### src/rtl/rtype_pkg.sv
// Shared definitions for the R-type issue controller: instruction layout,
// funct codes, FSM states, completion status codes and classification helpers.
package rtype_pkg;

   localparam int XLEN      = 32;
   localparam int REG_IDX_W = 5;
   localparam int NREGS     = 32;

   localparam logic [5:0] OPCODE_RTYPE = 6'b000000;

   localparam logic [5:0] FUNCT_SLL  = 6'b000000;
   localparam logic [5:0] FUNCT_SRL  = 6'b000010;
   localparam logic [5:0] FUNCT_SRA  = 6'b000011;
   localparam logic [5:0] FUNCT_SLLV = 6'b000100;
   localparam logic [5:0] FUNCT_ADD  = 6'b100000;
   localparam logic [5:0] FUNCT_SUB  = 6'b100010;
   localparam logic [5:0] FUNCT_AND  = 6'b100100;
   localparam logic [5:0] FUNCT_OR   = 6'b100101;
   localparam logic [5:0] FUNCT_SLT  = 6'b101010;

   typedef enum logic [1:0] {
      IDLE = 2'b00,
      READ = 2'b01,
      EXEC = 2'b10,
      WB   = 2'b11
   } state_t;

   typedef enum logic [1:0] {
      ST_OK      = 2'b00,
      ST_ILLEGAL = 2'b01,
      ST_OVF     = 2'b10
   } status_t;

   typedef struct packed {
      logic [5:0]           opcode;
      logic [REG_IDX_W-1:0] rs;
      logic [REG_IDX_W-1:0] rt;
      logic [REG_IDX_W-1:0] rd;
      logic [4:0]           shamt;
      logic [5:0]           funct;
   } rinstr_t;

   function automatic logic is_legal(input rinstr_t i);
      logic ok;
      case (i.funct)
         FUNCT_SLL, FUNCT_SRL, FUNCT_SRA, FUNCT_SLLV,
         FUNCT_ADD, FUNCT_SUB, FUNCT_AND, FUNCT_OR, FUNCT_SLT: ok = 1'b1;
         default:                                             ok = 1'b0;
      endcase
      return ok && (i.opcode == OPCODE_RTYPE);
   endfunction

   function automatic logic is_addsub(input rinstr_t i);
      return (i.funct == FUNCT_ADD) || (i.funct == FUNCT_SUB);
   endfunction

   // Illegal takes precedence; overflow only matters for add/sub.
   function automatic status_t wb_status(input logic legal, input logic addsub,
                                         input logic ovf);
      if (!legal)
         return ST_ILLEGAL;
      else if (addsub && ovf)
         return ST_OVF;
      else
         return ST_OK;
   endfunction

endpackage

### src/rtl/rtype_regfile.sv
// 32x32 register file: two operand read ports, one debug read port and a
// single write port shared by writeback and debug preload. $0 reads as zero.
module rtype_regfile
   import rtype_pkg::*;
(
   input  logic                 clk,
   input  logic                 reset,
   input  logic [REG_IDX_W-1:0] raddr_a,
   output logic [XLEN-1:0]      rdata_a,
   input  logic [REG_IDX_W-1:0] raddr_b,
   output logic [XLEN-1:0]      rdata_b,
   input  logic [REG_IDX_W-1:0] dbg_raddr,
   output logic [XLEN-1:0]      dbg_rdata,
   input  logic                 wb_we,
   input  logic [REG_IDX_W-1:0] wb_waddr,
   input  logic [XLEN-1:0]      wb_wdata,
   input  logic                 dbg_we,
   input  logic [REG_IDX_W-1:0] dbg_waddr,
   input  logic [XLEN-1:0]      dbg_wdata
);

   logic [XLEN-1:0]      regs [NREGS];
   logic                 we;
   logic [REG_IDX_W-1:0] waddr;
   logic [XLEN-1:0]      wdata;

   // Writeback and debug writes never coincide; writeback wins regardless.
   always_comb begin
      we    = wb_we | dbg_we;
      waddr = wb_we ? wb_waddr : dbg_waddr;
      wdata = wb_we ? wb_wdata : dbg_wdata;
   end

   always_ff @(posedge clk) begin
      if (reset) begin
         for (int i = 0; i < NREGS; i++)
            regs[i] <= '0;
      end else if (we && (waddr != '0)) begin
         regs[waddr] <= wdata;
      end
   end

   always_comb begin
      rdata_a   = (raddr_a   == '0) ? '0 : regs[raddr_a];
      rdata_b   = (raddr_b   == '0) ? '0 : regs[raddr_b];
      dbg_rdata = (dbg_raddr == '0) ? '0 : regs[dbg_raddr];
   end

endmodule

### src/rtl/rtype_issue_ctrl.sv
// Four-cycle issue controller (IDLE/READ/EXEC/WB) driving an external
// combinational R-type ALU and writing its result back to the register file.
module rtype_issue_ctrl
   import rtype_pkg::*;
(
   input  logic                 clk,
   input  logic                 reset,
   input  logic                 instr_valid,
   output logic                 instr_ready,
   input  logic [31:0]          instr,
   output logic                 done,
   output logic [1:0]           done_status,
   output logic                 done_zero,
   output logic [5:0]           alu_funct,
   output logic [4:0]           alu_shamt,
   output logic [XLEN-1:0]      alu_a,
   output logic [XLEN-1:0]      alu_b,
   input  logic [XLEN-1:0]      alu_result,
   input  logic                 alu_zero,
   input  logic                 alu_overflow,
   input  logic                 dbg_we,
   input  logic [REG_IDX_W-1:0] dbg_waddr,
   input  logic [XLEN-1:0]      dbg_wdata,
   input  logic [REG_IDX_W-1:0] dbg_raddr,
   output logic [XLEN-1:0]      dbg_rdata
);

   state_t          state_q, state_d;
   rinstr_t         instr_q;
   logic            legal_q, addsub_q;
   logic            zero_q, ovf_q;
   logic [XLEN-1:0] res_q;
   logic [XLEN-1:0] rs_data, rt_data;
   logic            accept;
   logic            wb_we;
   logic            dbg_we_idle;
   status_t         status;

   assign accept      = instr_valid & instr_ready;
   assign dbg_we_idle = dbg_we & (state_q == IDLE);

   always_ff @(posedge clk) begin
      if (reset)
         state_q <= IDLE;
      else
         state_q <= state_d;
   end

   always_comb begin
      state_d = state_q;
      case (state_q)
         IDLE:    if (accept) state_d = READ;
         READ:    state_d = EXEC;
         EXEC:    state_d = WB;
         WB:      state_d = IDLE;
         default: state_d = IDLE;
      endcase
   end

   // done is masked during reset so an abandoned WB never reports completion.
   always_comb begin
      instr_ready = (state_q == IDLE);
      status      = wb_status(legal_q, addsub_q, ovf_q);
      done        = (state_q == WB) && !reset;
      done_status = done ? status : ST_OK;
      done_zero   = done ? zero_q : 1'b0;
      wb_we       = done && (status == ST_OK);
   end

   // IDLE: capture instruction on accept
   always_ff @(posedge clk) begin
      if (state_q == IDLE && accept)
         instr_q <= rinstr_t'(instr);
   end

   // READ: operands and decode registered toward the ALU
   always_ff @(posedge clk) begin
      if (reset) begin
         alu_a     <= '0;
         alu_b     <= '0;
         alu_funct <= '0;
         alu_shamt <= '0;
         legal_q   <= 1'b0;
         addsub_q  <= 1'b0;
      end else if (state_q == READ) begin
         alu_a     <= rs_data;
         alu_b     <= rt_data;
         alu_funct <= instr_q.funct;
         alu_shamt <= instr_q.shamt;
         legal_q   <= is_legal(instr_q);
         addsub_q  <= is_addsub(instr_q);
      end
   end

   // EXEC: ALU outputs sampled at end of cycle
   always_ff @(posedge clk) begin
      if (reset) begin
         zero_q <= 1'b0;
         ovf_q  <= 1'b0;
      end else if (state_q == EXEC) begin
         zero_q <= alu_zero;
         ovf_q  <= alu_overflow;
      end
   end

   always_ff @(posedge clk) begin
      if (state_q == EXEC)
         res_q <= alu_result;
   end

   rtype_regfile u_regfile (
      .clk       (clk),
      .reset     (reset),
      .raddr_a   (instr_q.rs),
      .rdata_a   (rs_data),
      .raddr_b   (instr_q.rt),
      .rdata_b   (rt_data),
      .dbg_raddr (dbg_raddr),
      .dbg_rdata (dbg_rdata),
      .wb_we     (wb_we),
      .wb_waddr  (instr_q.rd),
      .wb_wdata  (res_q),
      .dbg_we    (dbg_we_idle),
      .dbg_waddr (dbg_waddr),
      .dbg_wdata (dbg_wdata)
   );

endmodule

### config.mk
export PLATFORM = sky130hd
export DESIGN_NAME = rtype_issue_ctrl
export DESIGN_NICKNAME = d
export VERILOG_FILES = /design/src/rtl/rtype_pkg.sv /design/src/rtl/rtype_regfile.sv /design/src/rtl/rtype_issue_ctrl.sv
export SDC_FILE = /design/constraint.sdc
export NUM_CORES = 2
export LEC_CHECK = 0
export BUFFER_PORTS_ARGS = -buffer_cell sky130_fd_sc_hd__clkbuf_2
export CORE_AREA = 5 5 511 462
export CTS_CLUSTER_DIAMETER = 40
export DETAILED_ROUTE_END_ITERATION = 8
export DIE_AREA = 0 0 516 467
export SLEW_MARGIN = 10
export SYNTH_ARGS = -nofsm -noshare
export SYNTH_HDL_FRONTEND = slang
export SYNTH_SLANG_ARGS = --single-unit
### constraint.sdc
create_clock -name clk -period 4.5 [get_ports clk]
set_input_delay 0.675 -clock clk [delete_from_list [all_inputs] [get_ports clk]]
set_output_delay 0.675 -clock clk [all_outputs]
set_load 0.02 [all_outputs]
* Yosys cells after proc, flatten, opt, wreduce, memory -nomap -nowiden
Memories as Yosys holds them, arrays and structs flattened. A register that Yosys moved wholly into a read port is not among the register bits.
Index checks and enable logic that the tools add are counted.
** Storage, ports and cells
- Register bits :: 145
- Bits in latches :: 0
- Bits in writable memories :: 1024
- ROM bits :: 0
- Input bits :: 112
- Output and inout port bits :: 112
- Memories kept :: 1
** Memories
- u_regfile.regs :: words 32, bits a word 32, read ports 3, clocked after memory_dff 2, wr ports 32, line rtype_regfile.sv:22 : logic [XLEN-1:0] regs [NREGS];
** Operators by class
- Add/sub/neg operators :: 0
- $mul :: 0
- Div/mod/pow operators :: 0
- Order comparisons :: 0
- Equality and inequality tests :: 12
- Shift-type cells :: 0
- Multiplexer cells :: 24
- Bitwise gates (word level) :: 3
- Reduce and logical (&&, ||, !) cells :: 18
** Operators with widths (number)
- $mux W32 :: 5
- $reduce_or A32 Y1 :: 1
- $eq A6 B6 Y1 const B :: 5
- $mux W5 :: 4
- $logic_not A5 Y1 :: 3
- $eq A6 B2 Y1 const B :: 2
- $logic_not A6 Y1 :: 2
- $mux W1 :: 10
- $reduce_or A9 Y1 :: 1
- $mux W2 :: 4
- $pmux W2 S4 :: 1
- $eq A6 B3 Y1 const B :: 1
- $logic_and A1 B1 Y1 :: 6
- $reduce_bool A5 Y1 :: 1
- $eq A2 B2 Y1 const B :: 2
- $logic_not A2 Y1 :: 2
- $and A1 B1 Y1 :: 2
- $eq A2 B1 Y1 const B :: 1
- $ne A2 B1 Y1 const B :: 1
- $logic_not A1 Y1 :: 1
- $logic_or A1 B1 Y1 :: 1
- $or A1 B1 Y1 :: 1

* Longest topological paths before layout
- Depth after elaboration :: 13
- Gate-level depth with buffers :: 9

* By module
Synthesis repeated with hierarchy kept, for this count alone.
** Unflattened totals
- Cell total of the unflattened synthesis :: 4835
- Area total of the unflattened synthesis :: 66253.5 um2
** Modules (own cells, without submodules)
- rtype_regfile :: instances 1, cells an instance 4484, area each 61340.1 um2
- rtype_issue_ctrl :: instances 1, cells an instance 351, area each 4913.5 um2

* Worst setup path before layout
No wires, ideal clock.
- Path type :: input port to flip-flop
- Start point :: input reset
- End point :: memory u_regfile.regs[6][0] (enable)
- Arrival time :: 4099 ps
- Data required time :: 4034 ps
- Setup slack :: -65 ps
- Cell stages on the path :: 8
- Buffers on the path :: 4
- Cells stage by stage :: and3b_1 > buf_2 > nand2_1 > buf_4 > a41oi_1 > buf_2 > buf_2 > o21ai_0
** RTL lines
- start, declared :: line rtype_issue_ctrl.sv:7 : input logic reset,
- end, declared :: line rtype_regfile.sv:22

* Worst setup path after layout
- Start point :: input dbg_raddr[2]
- End point :: output dbg_rdata[16]
** Between the ends
- Word-level cells in the longest chain between the ends :: 2
- Elaborated cells between the ends (all ways) :: 3
- Those cells by class :: mux: 1; reduce/logical: 1; memory: 1
** Ends and longest elaborated chain
- start, declared :: line rtype_issue_ctrl.sv:24 : input logic [REG_IDX_W-1:0] dbg_raddr,
- $mem_v2 Z32 W32 / $logic_not A5 Y1 (equally long branches)
- $mux W32 (*) :: line rtype_regfile.sv:46 : dbg_rdata = (dbg_raddr == '0) ? '0 : regs[dbg_raddr];
- end, declared :: line rtype_issue_ctrl.sv:25 : output logic [XLEN-1:0] dbg_rdata
Every way passes the cells marked *; elsewhere a longest branch is shown, timed or not.

==> flow_summary.yaml <==
run_status:
  outcome: "finished clean"
grt:
  via_count_of_the_first_global_routing_pass: 54000
  grt_max_degree: 120
  initial_antenna_violation_count: 15
  grt_util_all_layers_pct: 25.1
  grt-ovfl-total: 0
  grt_pass1_wl_um: 430000
worst_hold_path:
  worstHoldEndpoint: "instr_q[16]"
  worst_hold_path_cell_count: 1
  holdCritStartpoint: "instr[16]"
  hold_path.class: "input pin to flip-flop"
clocking:
  htree_levels: 4
  number_of_setup_buffers_added_after_cts: 0
  numClockSinks: 1179
  root_buffer: "clkbuf_16"
  clock_insertion_delay_worst_skew_ns: 0.87
  cts.repair.resized: 0
  worst_setup_hold_path_clk_slew_ns: 0.04
  tritoncts_buffer_count: 208
  cts_tree: "done"
  cts-root-to-sink-buffers: 3
flow_run:
  drv.max_cap_violation_count: 0
logic_synthesis:
  synth_seq_area_share_pct: 50.2
  most_area_consuming_cells_after_synthesis: "edfxtp_1, mux4_2, mux2i_1"
  synth_top_flop_cell: "edfxtp_1"
  netlist.area_leader.share_pct: 47.6
  synth_warnings: 0
  synth_edf_count: 1088
  synthesis.area_per_instance_um2: 13.3
  netlist_area_um2: 68700
  postSynth.asyncResetShare_pct: 0
  yosysTopAreaCell: "edfxtp_1"
  synthesis.instances: 5181
  post_synth_num_cell_types: 55
  number_of_storage_elements_in_the_synthesis_netlist: 1179
die:
  floorplan.initialDensity_pct: 29.9
  chipHeight_um: 467
  core_area_um2: 230000
  die_w_um: 516
  io_pins: 224
  rows: 167
  floorplan.die_area_um2: 241000
sta:
  final.min_clock_period_ns: 4.04
  final-hold-violation-count: 0
  report.final.setup_viol: 0
  worst_setup_skew_after_layout_ns: 0.0483
  setup_repair_after_global_routing_missed_its_margin: "false"
  final.period_utilization_pct: 89.7
  finalSetupTns_ns: 0
  timing_worst_slew_pin_value_ns: 1.29
  timing.max_slew.rel_slack_pct: 13.4
  achievable-frequency_mhz: 248
  number_of_pins_with_negative_max_slew_slack_in_the_final_report: 0
setup_path:
  rr_startpoint: "state_q[0]"
  worst-endpoint-arrival_ns: 3.36
  worstPathRequired_ns: 3.83
  crit_chain: "buf_6 -> nor2b_4 -> buf_4 -> a22oi_1 -> a31oi_1 -> buf_4 -> clkbuf_2"
  cp_common_cell: "buf_4"
  worst-setup-path-type: "input pin to primary output"
  cp-start-kind: "input pin"
  setup.reg_to_reg.worst_slack_ns: 0.94
  timing.reg2reg.worst_path_depth: 6
  rr_endpoint: "u_regfile.regs[18][14]"
  critical_path.max_fanout: 61
  cpMaxStageDelayCell: "buf_6"
  cp-end-kind: "primary output"
  critPathMaxStageDelay_ns: 0.69
routing:
  detailroute.via_count: 55400
  detail_route.drc_violations: 0
  firstDrtPassIters: 8
  wirelength_um: 312000
  drt-initial-drc-count: 8773
  ant_nets: 0
  via_per_inst: 6.46
  detail_route.wl_per_cell_um: 36.4
layout:
  fillCellCount: 21700
  finish.cell_count_without_fillers: 8576
  fin_nets: 5458
  final_core_util_pct: 36.0
  layout_stage_area_growth_over_the_synthesis_result_pct: 20.4
  final_common_cell: "edfxtp_1"
  final_area_um2: 82700
  most_frequent_cells_in_the_layout: "edfxtp_1, nor3_1, mux4_2"
  post_route_cells_drive_above_1_share_pct: 29.2
place:
  count_of_buffers_from_port_buffering: 223
  gp_congestion: 0.919
  detailed_placement_wirelength_estimate_um: 186000
  placed_area_um2: 75100
  placed_cells_incl_taps: 8116
power:
  power-per-cell-area_nw_per_um2: 519
  peakVddDrop_mv: 0.426
  lkg_pwr_nw: 28.5
  finalPower_w: 0.0429
## worst max path at each step
stage                       startpoint                   end  slack, ns
after floorplan                  reset  u_regfile.regs[6][0]      -0.06
after global placement    dbg_raddr[0]         dbg_rdata[11]       0.53
after detailed placement  dbg_raddr[0]         dbg_rdata[11]       0.49
after CTS                 dbg_raddr[0]         dbg_rdata[11]       0.49
after global routing      dbg_raddr[0]         dbg_rdata[11]       0.36
final                     dbg_raddr[2]         dbg_rdata[16]       0.46
## flip-flops by register name, indices dropped and copies added, names as in the netlist, named ones only
signal and flops:
u_regfile.regs 1024, alu_a 32, alu_b 32, instr_q 32, res_q 32, alu_funct 6
alu_shamt 5, state_q 2, addsub_q 1, legal_q 1, ovf_q 1, zero_q 1
## metal layers
layer	vias up	track usage, %	routed length, um
li1	21300	-	-
met1	27900	32.1	112000
met2	5028	35.9	130000
met3	1231	7.93	43200
met4	10	18.1	27600
met5	-	0	64
## cell type report
cell class,instances,area (um2),share of cell area (%)
flip-flops and latches,1179,34500,41.7
multi-input cells,3381,32500,39.3
clock buffers,231,5390,6.51
repair buffers,560,4730,5.72
well taps,3042,3810,4.60
clock inverters,165,1650,1.99
inverters,11,45.0,0.0545
diodes,7,17.5,0.0212
## repair_timing
action / CTS / global route
endpoints found under the setup margin: 0 / 0
hold endpoints to repair: 57 / 0
hold buffers: 57 / 0
## per-stage QoR
stage,hold slack (ns),worst slack [ns]
floorplan,0.452,-0.0646
global placement,0.463,0.533
detailed placement,0.469,0.491
CTS,0.00390,0.487
global route,0.0406,0.362
finish,0.0563,0.463
## report_power, final
group	total (W)	switching [W]	internal [W]
clock	0.0159	0.00618	0.00974
sequential	0.0139	0.00113	0.0128
combinational	0.0131	0.00817	0.00489
## critical path, delay by kind of cell
family / cells / cell delay (ns)
buf+inv: 4 / 1.49
compound gates: 2 / 0.72
simple gates: 1 / 0.36
## Yosys cell counts, types with 3 or more instances
master and count:
edfxtp_1 1088, nor3_1 681, mux2i_1 558, mux4_2 544
clkbuf_1 388, nor2_1 345, buf_2 217, a22oi_1 160
nor2b_1 140, a2111oi_0 121, dfxtp_1 91, mux2_2 74
nand2_1 72, nand2b_1 72, a211oi_1 71, a21oi_1 69
nor4b_1 67, o22ai_1 65, o21ai_0 54, and2_1 48
a221o_1 32, a221oi_1 32, a31oi_1 32, and3_1 20
buf_4 18, o21ai_1 15, buf_1 12, a2111oi_2 10
nor4_1 10, inv_1 9, nand3b_1 9, or3_1 9
buf_6 6, ha_1 5, a41oi_1 4, a2111oi_1 3
nand3_1 3, or2_2 3
## cells by family (layout without fill, tap and decap cells)
| family | after synthesis | after routing | synth area share (%) |
|---|---|---|---|
| AO/OA/AOI/OAI | 670 | 670 | 7.17 |
| multiplexers | 1178 | 1178 | 27.2 |
| buffers and inverters | 652 | 967 | 4.12 |
| flip-flops | 1179 | 1179 | 50.2 |
| adder cells (fa/ha/maj) | 5 | 5 | 0.0911 |
| AND/OR/NAND/NOR | 1496 | 1496 | 11.2 |
| other | 1 | 39 | 0.00546 |
(Power assumes the default switching activity.)
